$ cat config.mk
export PLATFORM = sky130hd
export DESIGN_NAME = rsi_divider
export DESIGN_NICKNAME = d
export VERILOG_FILES = /design/src/rtl/rsi_div_pkg.sv /design/src/rtl/rsi_div_operand_slot.sv /design/src/rtl/rsi_divider.sv
export SDC_FILE = /design/constraint.sdc
export NUM_CORES = 1
export LEC_CHECK = 0
export CAP_MARGIN = 20
export CORE_AREA = 10 10 135 137
export DETAILED_ROUTE_END_ITERATION = 8
export DIE_AREA = 0 0 145 147
export PLACE_DENSITY = 0.8
export SLEW_MARGIN = 10
export SYNTH_ARGS = -nofsm -noshare
export SYNTH_HDL_FRONTEND = slang
export SYNTH_SLANG_ARGS = --single-unit
export TNS_END_PERCENT = 20
$ cat constraint.sdc
create_clock -name s_aclk -period 5.58 [get_ports s_aclk]
set_clock_uncertainty 0.1 [all_clocks]
set_input_delay 1.395 -clock s_aclk [delete_from_list [all_inputs] [get_ports s_aclk]]
set_output_delay 1.395 -clock s_aclk [all_outputs]
set_load 0.005 [all_outputs]
$ cat src/rtl/rsi_div_pkg.sv
// Shared types and constants for the restoring divider: the default operand width,
// the FSM state encoding and the iteration counter width.
package rsi_div_pkg;

  localparam int DEFAULT_DATA_W = 32;
  localparam int CNT_W          = $clog2(DEFAULT_DATA_W + 1);

  typedef enum logic [1:0] {
    IDLE = 2'd0,
    CALC = 2'd1,
    DONE = 2'd2
  } state_e;

  // Counter width for an arbitrary operand width; it must be able to hold DATA_W itself.
  function automatic int cnt_width(input int w);
    return $clog2(w + 1);
  endfunction

endpackage

$ cat src/rtl/rsi_div_operand_slot.sv
// One-deep operand holding slot: captures tdata on a tvalid/tready handshake and
// stays full until the divider loads it.
module rsi_div_operand_slot
  import rsi_div_pkg::*;
#(
  parameter int DATA_W = DEFAULT_DATA_W
) (
  input  logic              clk_i,
  input  logic              rst_ni,
  input  logic              tvalid_i,
  input  logic [DATA_W-1:0] tdata_i,
  input  logic              clr_i,
  output logic              tready_o,
  output logic              full_o,
  output logic [DATA_W-1:0] data_o
);

  logic              full_q, full_d;
  logic [DATA_W-1:0] data_q, data_d;

  // Slot register with synchronous active-low reset.
  always_ff @(posedge clk_i) begin
    if (!rst_ni) begin
      full_q <= 1'b0;
      data_q <= '0;
    end else begin
      full_q <= full_d;
      data_q <= data_d;
    end
  end

  // Clear is only issued while full (tready low), so it never races a capture.
  always_comb begin
    full_d = full_q;
    data_d = data_q;
    if (clr_i) begin
      full_d = 1'b0;
    end else if (tvalid_i && !full_q) begin
      full_d = 1'b1;
      data_d = tdata_i;
    end else begin
      full_d = full_q;
      data_d = data_q;
    end
  end

  assign tready_o = !full_q;
  assign full_o   = full_q;
  assign data_o   = data_q;

endmodule

$ cat src/rtl/rsi_divider.sv
// Unsigned restoring divider with AXI-stream operand/result channels and one-deep prefetch.
// Optional divide-by-zero flag on m_axis_dout_tuser when RSI_DIV_BYZERO_FLAG_EN is defined.
module rsi_divider
  import rsi_div_pkg::*;
#(
  parameter int DATA_W = DEFAULT_DATA_W
) (
  input  logic              s_aclk,
  input  logic              s_aresetn,
  input  logic              s_axis_dividend_tvalid,
  output logic              s_axis_dividend_tready,
  input  logic [DATA_W-1:0] s_axis_dividend_tdata,
  input  logic              s_axis_divisor_tvalid,
  output logic              s_axis_divisor_tready,
  input  logic [DATA_W-1:0] s_axis_divisor_tdata,
  output logic              m_axis_dout_tvalid,
  input  logic              m_axis_dout_tready,
`ifdef RSI_DIV_BYZERO_FLAG_EN
  output logic              m_axis_dout_tuser,
`endif
  output logic [DATA_W-1:0] m_axis_dout_tdata
);

  localparam int CW = cnt_width(DATA_W);

  state_e            state_q, state_d;
  logic [CW-1:0]     cnt_q, cnt_d;
  logic [DATA_W:0]   rem_q, rem_d;
  logic [DATA_W-1:0] quo_q, quo_d;
  logic [DATA_W-1:0] dsr_q, dsr_d;
  logic              valid_q, valid_d;
  logic              dvd_full_s, dsr_full_s;
  logic [DATA_W-1:0] dvd_data_s, dsr_data_s;
  logic              load_s, step_s, last_s, hs_s;
  logic [DATA_W:0]   rem_sh_s;
  logic [DATA_W+1:0] trial_s;

  rsi_div_operand_slot #(.DATA_W(DATA_W)) u_dividend_slot (
    .clk_i    (s_aclk),
    .rst_ni   (s_aresetn),
    .tvalid_i (s_axis_dividend_tvalid),
    .tdata_i  (s_axis_dividend_tdata),
    .clr_i    (load_s),
    .tready_o (s_axis_dividend_tready),
    .full_o   (dvd_full_s),
    .data_o   (dvd_data_s)
  );

  rsi_div_operand_slot #(.DATA_W(DATA_W)) u_divisor_slot (
    .clk_i    (s_aclk),
    .rst_ni   (s_aresetn),
    .tvalid_i (s_axis_divisor_tvalid),
    .tdata_i  (s_axis_divisor_tdata),
    .clr_i    (load_s),
    .tready_o (s_axis_divisor_tready),
    .full_o   (dsr_full_s),
    .data_o   (dsr_data_s)
  );

  // FSM state register.
  always_ff @(posedge s_aclk) begin
    if (!s_aresetn) state_q <= IDLE;
    else            state_q <= state_d;
  end

  // FSM next-state logic.
  always_comb begin
    state_d = state_q;
    case (state_q)
      IDLE:    if (dvd_full_s && dsr_full_s) state_d = CALC; else state_d = IDLE;
      CALC:    if (last_s) state_d = DONE; else state_d = CALC;
      DONE:    if (m_axis_dout_tready) state_d = IDLE; else state_d = DONE;
      default: state_d = IDLE;
    endcase
  end

  // FSM control outputs.
  always_comb begin
    load_s = 1'b0;
    step_s = 1'b0;
    hs_s   = 1'b0;
    case (state_q)
      IDLE:    load_s = dvd_full_s && dsr_full_s;
      CALC:    step_s = 1'b1;
      DONE:    hs_s   = valid_q && m_axis_dout_tready;
      default: load_s = 1'b0;
    endcase
    last_s = step_s && (cnt_q == CW'(DATA_W - 1));
  end

  // One restoring step: the dividend shifts out MSB first while quotient bits shift in.
  // The trial subtraction is one bit wider than the remainder so its sign is the borrow.
  assign rem_sh_s = {rem_q[DATA_W-1:0], quo_q[DATA_W-1]};
  assign trial_s  = {1'b0, rem_sh_s} - {2'b00, dsr_q};

  // Datapath next-state logic.
  always_comb begin
    cnt_d   = cnt_q;
    rem_d   = rem_q;
    quo_d   = quo_q;
    dsr_d   = dsr_q;
    valid_d = valid_q;
    if (load_s) begin
      cnt_d = '0;
      rem_d = '0;
      quo_d = dvd_data_s;
      dsr_d = dsr_data_s;
    end else if (step_s) begin
      cnt_d = cnt_q + CW'(1);
      if (!trial_s[DATA_W+1]) begin
        rem_d = trial_s[DATA_W:0];
        quo_d = {quo_q[DATA_W-2:0], 1'b1};
      end else begin
        rem_d = rem_sh_s;
        quo_d = {quo_q[DATA_W-2:0], 1'b0};
      end
    end else begin
      cnt_d = cnt_q;
    end
    if (last_s)    valid_d = 1'b1;
    else if (hs_s) valid_d = 1'b0;
    else           valid_d = valid_q;
  end

  // Datapath registers.
  always_ff @(posedge s_aclk) begin
    if (!s_aresetn) begin
      cnt_q   <= '0;
      rem_q   <= '0;
      quo_q   <= '0;
      dsr_q   <= '0;
      valid_q <= 1'b0;
    end else begin
      cnt_q   <= cnt_d;
      rem_q   <= rem_d;
      quo_q   <= quo_d;
      dsr_q   <= dsr_d;
      valid_q <= valid_d;
    end
  end

`ifdef RSI_DIV_BYZERO_FLAG_EN
  logic byzero_q;

  // Divide-by-zero flag, captured with the operands and held with the quotient.
  always_ff @(posedge s_aclk) begin
    if (!s_aresetn)  byzero_q <= 1'b0;
    else if (load_s) byzero_q <= (dsr_data_s == '0);
    else             byzero_q <= byzero_q;
  end

  assign m_axis_dout_tuser = byzero_q;
`endif

  assign m_axis_dout_tvalid = valid_q;
  assign m_axis_dout_tdata  = quo_q;

endmodule

# Yosys cells after proc, flatten, opt, wreduce, memory -nomap -nowiden
# Index checks and enable logic that the tools add are counted.
# word_totals
regBits	171
inputBits	69
out_inout_bits	35
word_cells	43
# op_classes
n_addsub	2
n_eq_ne	3
muxes	13
bitwise_logic	2
n_reduce_logical	13
# op_table
cell	n
$mux W32	3
$sub A33 B32 Y34	1
$mux W1	7
$add A6 B1 Y6 const B	1
$eq A6 B5 Y1 const B	1
$pmux W2 S3	1
$logic_and A1 B1 Y1	5
$mux W2	2
$reduce_and A2 Y1	2
$reduce_bool A2 Y1	2
$eq A2 B1 Y1 const B	1
$eq A2 B2 Y1 const B	1
$logic_not A1 Y1	2
$logic_not A2 Y1	1
$not A1 Y1	2
$reduce_or A2 Y1	1

# Logic depth before layout (Yosys ltp)
# logic_depth
depth_word	5
ltp_mapped	13
mapped_depth_nobuf	13

# Modules after synthesis
# A second synthesis with hierarchy kept.
# unflattened
cells_unflattened	1063
hier_area_um2	8929.8
# by_module_without_submodules
mod	n_inst	cells_per_inst	area_per_inst_um2	seq_area_each_um2
rsi_divider	1	775	6222.2	2102.0
rsi_div_operand_slot	2	144	1353.8	660.6

# Worst setup path before layout
# OpenSTA, ideal clock, no wires.
# synth_path
path_type	reg2reg
start	register quo_q[31] (netlist: m_axis_dout_tdata[31])
end	register rem_q[24]
setup_time_ns	0.133
t_arrival_ns	2.367
t_required_ns	5.347
setup_slack_ns	2.981
path_stages_with_launch	14
path_buffers	0
period_less_slack_ns	2.599
path_cell_list	dfxtp_1 inv_1 ha_1 inv_1 fa_1 a21oi_1 o211ai_1 a41oi_1 nand3_1 a31oi_1 o21bai_1 xor2_1 mux2i_1 a21oi_1
# synth_between
elab_chain_len	2
# synth_lines
item	line	text
start, declared	rsi_divider.sv:29	logic [DATA_W-1:0] quo_q, quo_d;
start signal, assigned	rsi_divider.sv:136	quo_q <= quo_d;
$sub A33 B32 Y34	rsi_divider.sv:94	assign trial_s = {1'b0, rem_sh_s} - {2'b00, dsr_q};
$mux W32	rsi_divider.sv:110	if (!trial_s[DATA_W+1]) begin
end signal, assigned	rsi_divider.sv:135	rem_q <= rem_d;
end, declared	rsi_divider.sv:28	logic [DATA_W:0] rem_q, rem_d;
# No other way between the ends.
# A chain may end at the register's enable or synchronous reset.

# Final worst setup path
# layout_path
start	register quo_q[31] (netlist: m_axis_dout_tdata[31])
end	register rem_q[28]
# The elaborated chain is that of the path after synthesis.

==> out/qor_table.md <==
| Group | Result | Reported |
|:---|:---|:---|
| grt | Total GRT Usage | 18.20% |
| yosys | Net count after synthesis | 1139 |
| clocking | CTS Root Cell | sky130_fd_sc_hd__clkbuf_16 |
| timing | Min Tclk post-route | 3.158 ns |
| placed design | Final HPWL from detailed placement | 13.47 mm |
| critical path | Critical path, cell by cell | inv_1 > ha_1 > inv_1 > fa_1 > a21oi_1 > o211ai_1 > a41oi_1 > nand3_1 > a31oi_1 > nor3_1 > nor2_1 > xor2_1 > a21oi_1 |
| final layout | Share of layout cells above drive strength 1 | 4.680% |
| timing | Achievable frequency | 316.6 MHz |
| clocking | Max clock buf depth | 2 |
| yosys | Total of flip-flops plus latches after synthesis | 171 |
| yosys | Total number of yosys warnings | 0 |
| final layout | Area taken by multi-input logic gates | 4538 µm² |
| clocking | Post-CTS Resized | 0 |
| grt | Via count of the first global-routing pass | 6792 |
| critical path | Crit path launch type | register |
| clocking | Post-CTS Repair Setup Buffers | 0 |
| grt | Largest net degree at the start of global routing | 93 |
| pwr | Total net switching power | 0.001024 W |
| final layout | FILL cells | 1320 |
| clocking | Latest clock arrival within the worst-skew pair | 0.43 ns |
| final layout | Register Area | 3423 µm² |
| pwr | Clock group share of total power | 33.1% |
| routing | First-iteration detailed-routing DRC count | 534 |
| critical path | R2r setup slk | 2.42 ns |
| timing | Worst slew margin relative to its limit | 35.22% |
| die | Starting Density | 53.79% |
| critical path | Data arrival time of the critical path | 3.35 ns |
| timing | Final sum of negative setup slack | 0 ns |
| routing | First-pass detailed-route iteration total | 7 |
| placed design | Number of port buffers | 103 |
| timing | Unrepaired setup endpoints after global routing | false |
| final layout | Final antenna diode count | 0 |
| critical path | Max stage delay on crit path | 0.41 ns |
| timing | Final period utilization | 56.60% |
| routing | Overall routed net length | 19.78 mm |
| timing | PnR worst setup slack | 2.422 ns |
| final layout | Synth-to-Final Area Change | 19.94% |
| timing | Measured slew at the worst slew-check pin | 0.9696 ns |
| min path | Tightest Hold Check Type | reg -> reg |
| run | Number of max-cap violations | 0 |
| grt | Total congestion overflow after global routing | 0 |
| clocking | Total number of H-tree levels | 4 |
| yosys | Synth Cell Area | 8391 µm² |
| placed design | Post-placement cell count | 1295 |
| clocking | TritonCTS clock tree | built |
| routing | Antenna Violating Nets Remaining | 0 |
| critical path | Maximum fanout count along the critical path | 4 |
| grt | Number of antenna violations at the first check in global routing | 1 |
| clocking | TritonCTS buffer count | 17 |
| outcome | Status | completed |
| pwr | Leakage power summed over all cells | 3.740 nW |
| pwr | Switching share of power | 31.21% |
| timing | Total of endpoints with negative setup slack in the final report | 0 |
| routing | Wire length per cell | 14.91 µm |
| pwr | Power density relative to cell area | 326.1 nW/µm² |
| pwr | Relative contribution of combinational cells to total power | 27.2% |
| yosys | Number of distinct standard cells referenced by the synthesized netlist | 50 |
| yosys | Post-synthesis sequential area ratio | 40.80% |
| pwr | Design Power | 0.003282 W |
| final layout | Number of nets at the end of the flow | 1202 |
| yosys | Share of flip-flops with an asynchronous set or reset after synthesis | 0% |
| die | Die boundary height | 147 µm |
| final layout | Post-layout utilization of the core | 64.52% |
| final layout | Most common library cell in the layout ignoring fill and taps | sky130_fd_sc_hd__nand2_1 |
| clocking | Number of hold buffers added after CTS | 0 |
| critical path | Endpoint class of the critical path | register |
| pwr | Fraction of power consumed by sequential logic | 39.8% |
| critical path | Cell at the slowest stage of the critical path | sky130_fd_sc_hd__fa_1 |
| routing | Vias | 7138 |
| yosys | Syn_area_per_cell | 8.099 µm² |
| timing | Hold Violations, Final | 0 |
| pwr | Internal | 0.002258 W |
| die | Top-level I/O count | 104 |
| final layout | Commonest non-fill, non-tap cells in the layout | sky130_fd_sc_hd__nand2_1, sky130_fd_sc_hd__dfxtp_1, sky130_fd_sc_hd__a21boi_0 |
| yosys | Number of enable flip-flop cells after synthesis | 0 |
| die | Die footprint | 21320 µm² |
| die | Core Region | 15600 µm² |
| yosys | Primary FF master, synth | sky130_fd_sc_hd__dfxtp_1 |
| placed design | Pre-CTS setup slack | 2.325 ns |
| yosys | Instance count of the mapped netlist | 1036 |
| critical path | Start-to-end type of the worst setup path | reg -> reg |
| timing | Final max-slew violation count | 0 |
| clocking | Post-CTS clock slew at the launch and capture registers of the worst setup and hold paths | 0.06 ns |
| clocking | Clk sink count | 171 |
| final layout | Final standard cell count with taps included and fillers excluded | 1327 |
| placed design | Final Wtd Congestion | 0.8809 |
| routing | Residual DRC | 0 |
| die | Die boundary width | 145 µm |
| critical path | Data required time of the worst path | 5.77 ns |
| pwr | Maximum ir drop on the vdd rail | 230.4 µV |
| die | Num rows | 46 |
| grt | Global-route wire length before repair | 32.98 mm |
| routing | Detail-routed via count per cell | 5.379 |
## synth_stat cells, types with 9 or more instances
cell                       number  area (µm²)
sky130_fd_sc_hd__a211oi_1      15       112.6
sky130_fd_sc_hd__inv_1         43       161.4
sky130_fd_sc_hd__mux2i_1       20       200.2
sky130_fd_sc_hd__a21o_1        13       97.59
sky130_fd_sc_hd__nor2_1        40       150.1
sky130_fd_sc_hd__ha_1          33       412.9
sky130_fd_sc_hd__clkbuf_1      62       232.7
sky130_fd_sc_hd__a22oi_1       31       232.7
sky130_fd_sc_hd__nand3_1       10       50.05
sky130_fd_sc_hd__dfxtp_1      171        3423
sky130_fd_sc_hd__a21oi_1       47       235.2
sky130_fd_sc_hd__o21ai_0       36       180.2
sky130_fd_sc_hd__xnor2_1       16       140.1
sky130_fd_sc_hd__xor2_1        15       131.4
sky130_fd_sc_hd__nand2_1      268        1006
sky130_fd_sc_hd__o211ai_1       9       67.56
sky130_fd_sc_hd__a21boi_0     127       953.4
## final cells by class
cell class / count / share of cell area (%)
inverters: 43 / 1.604
multi-input cells: 753 / 45.10
clock buffers: 22 / 4.613
flip-flops and latches: 171 / 34.02
well taps: 216 / 2.686
repair buffers: 113 / 11.34
clock inverters: 9 / 0.6465
## worst max-delay path: cells and delay by family, from the launching register on
| kind | cells | cell delay, ns |
|---|---|---|
| compound gates | 5 | 1.28 |
| xor+xnor | 1 | 0.19 |
| fa+ha+maj | 2 | 0.56 |
| buf+inv | 2 | 0.13 |
| flops | 1 | 0.34 |
| simple gates | 3 | 0.44 |
## flip-flops by register name, indices dropped and copies added, names as in the netlist
| register | count |
|---|---|
| u_dividend_slot.full_o | 1 |
| u_divisor_slot.data_o | 32 |
| cnt_q | 6 |
| u_dividend_slot.data_o | 32 |
| m_axis_dout_tvalid | 1 |
| u_divisor_slot.full_o | 1 |
| state_q | 2 |
| rem_q | 32 |
| m_axis_dout_tdata | 32 |
| dsr_q | 32 |
## metrics by stage
step / cell area, µm² / hold WS, ns
3_5_place_dp: 9507 / 0.3574
5_1_grt: 10060 / 0.3814
6_report: 10060 / 0.3606
2_1_floorplan: 8391 / 0.3412
4_1_cts: 10040 / 0.3624
3_3_place_gp: 9479 / 0.3517
## path summary, 6_finish.rpt
kind,from,to,depth (start not counted)
worst max register to register,m_axis_dout_tdata[31],rem_q[28],13
worst min-delay path,u_divisor_slot.data_o[16],dsr_q[16],2
worst max-delay path,m_axis_dout_tdata[31],rem_q[28],13
worst min register to register,u_divisor_slot.data_o[16],dsr_q[16],2
## power by group through the flow
stage	Clock, W	Sequential [W]	Combinational, W
2_1_floorplan	0	0.00132	0.000720
3_3_place_gp	0	0.00133	0.000861
3_5_place_dp	0	0.00133	0.000879
4_1_cts	0.00110	0.00130	0.000886
5_1_grt	0.00115	0.00131	0.000995
6_report	0.00108	0.00130	0.000892
## cells by family (layout without fill, tap and decap cells)
kind of cell,Yosys count,count (layout),synth area share [%]
XOR/XNOR,31,31,3.236
buffers and inverters,112,187,5.368
adder cells (fa/ha/maj),34,34,5.160
AND/OR/NAND/NOR,356,356,17.31
multiplexers,20,20,2.386
AO/OA/AOI/OAI,312,312,25.74
flip-flops,171,171,40.80
## layer usage
layer  up-vias  wire (µm)  share of wire (%)  GRT usage (%)
met5         -         11              0.056              0
met4         2        262                1.3          5.516
li1       3653          -                  -              -
met3        26       1395                7.1          6.665
met2       147       9158                 46          29.41
met1      3310       8956                 45          22.15
Note: power is estimated with default switching activity, not from simulation.
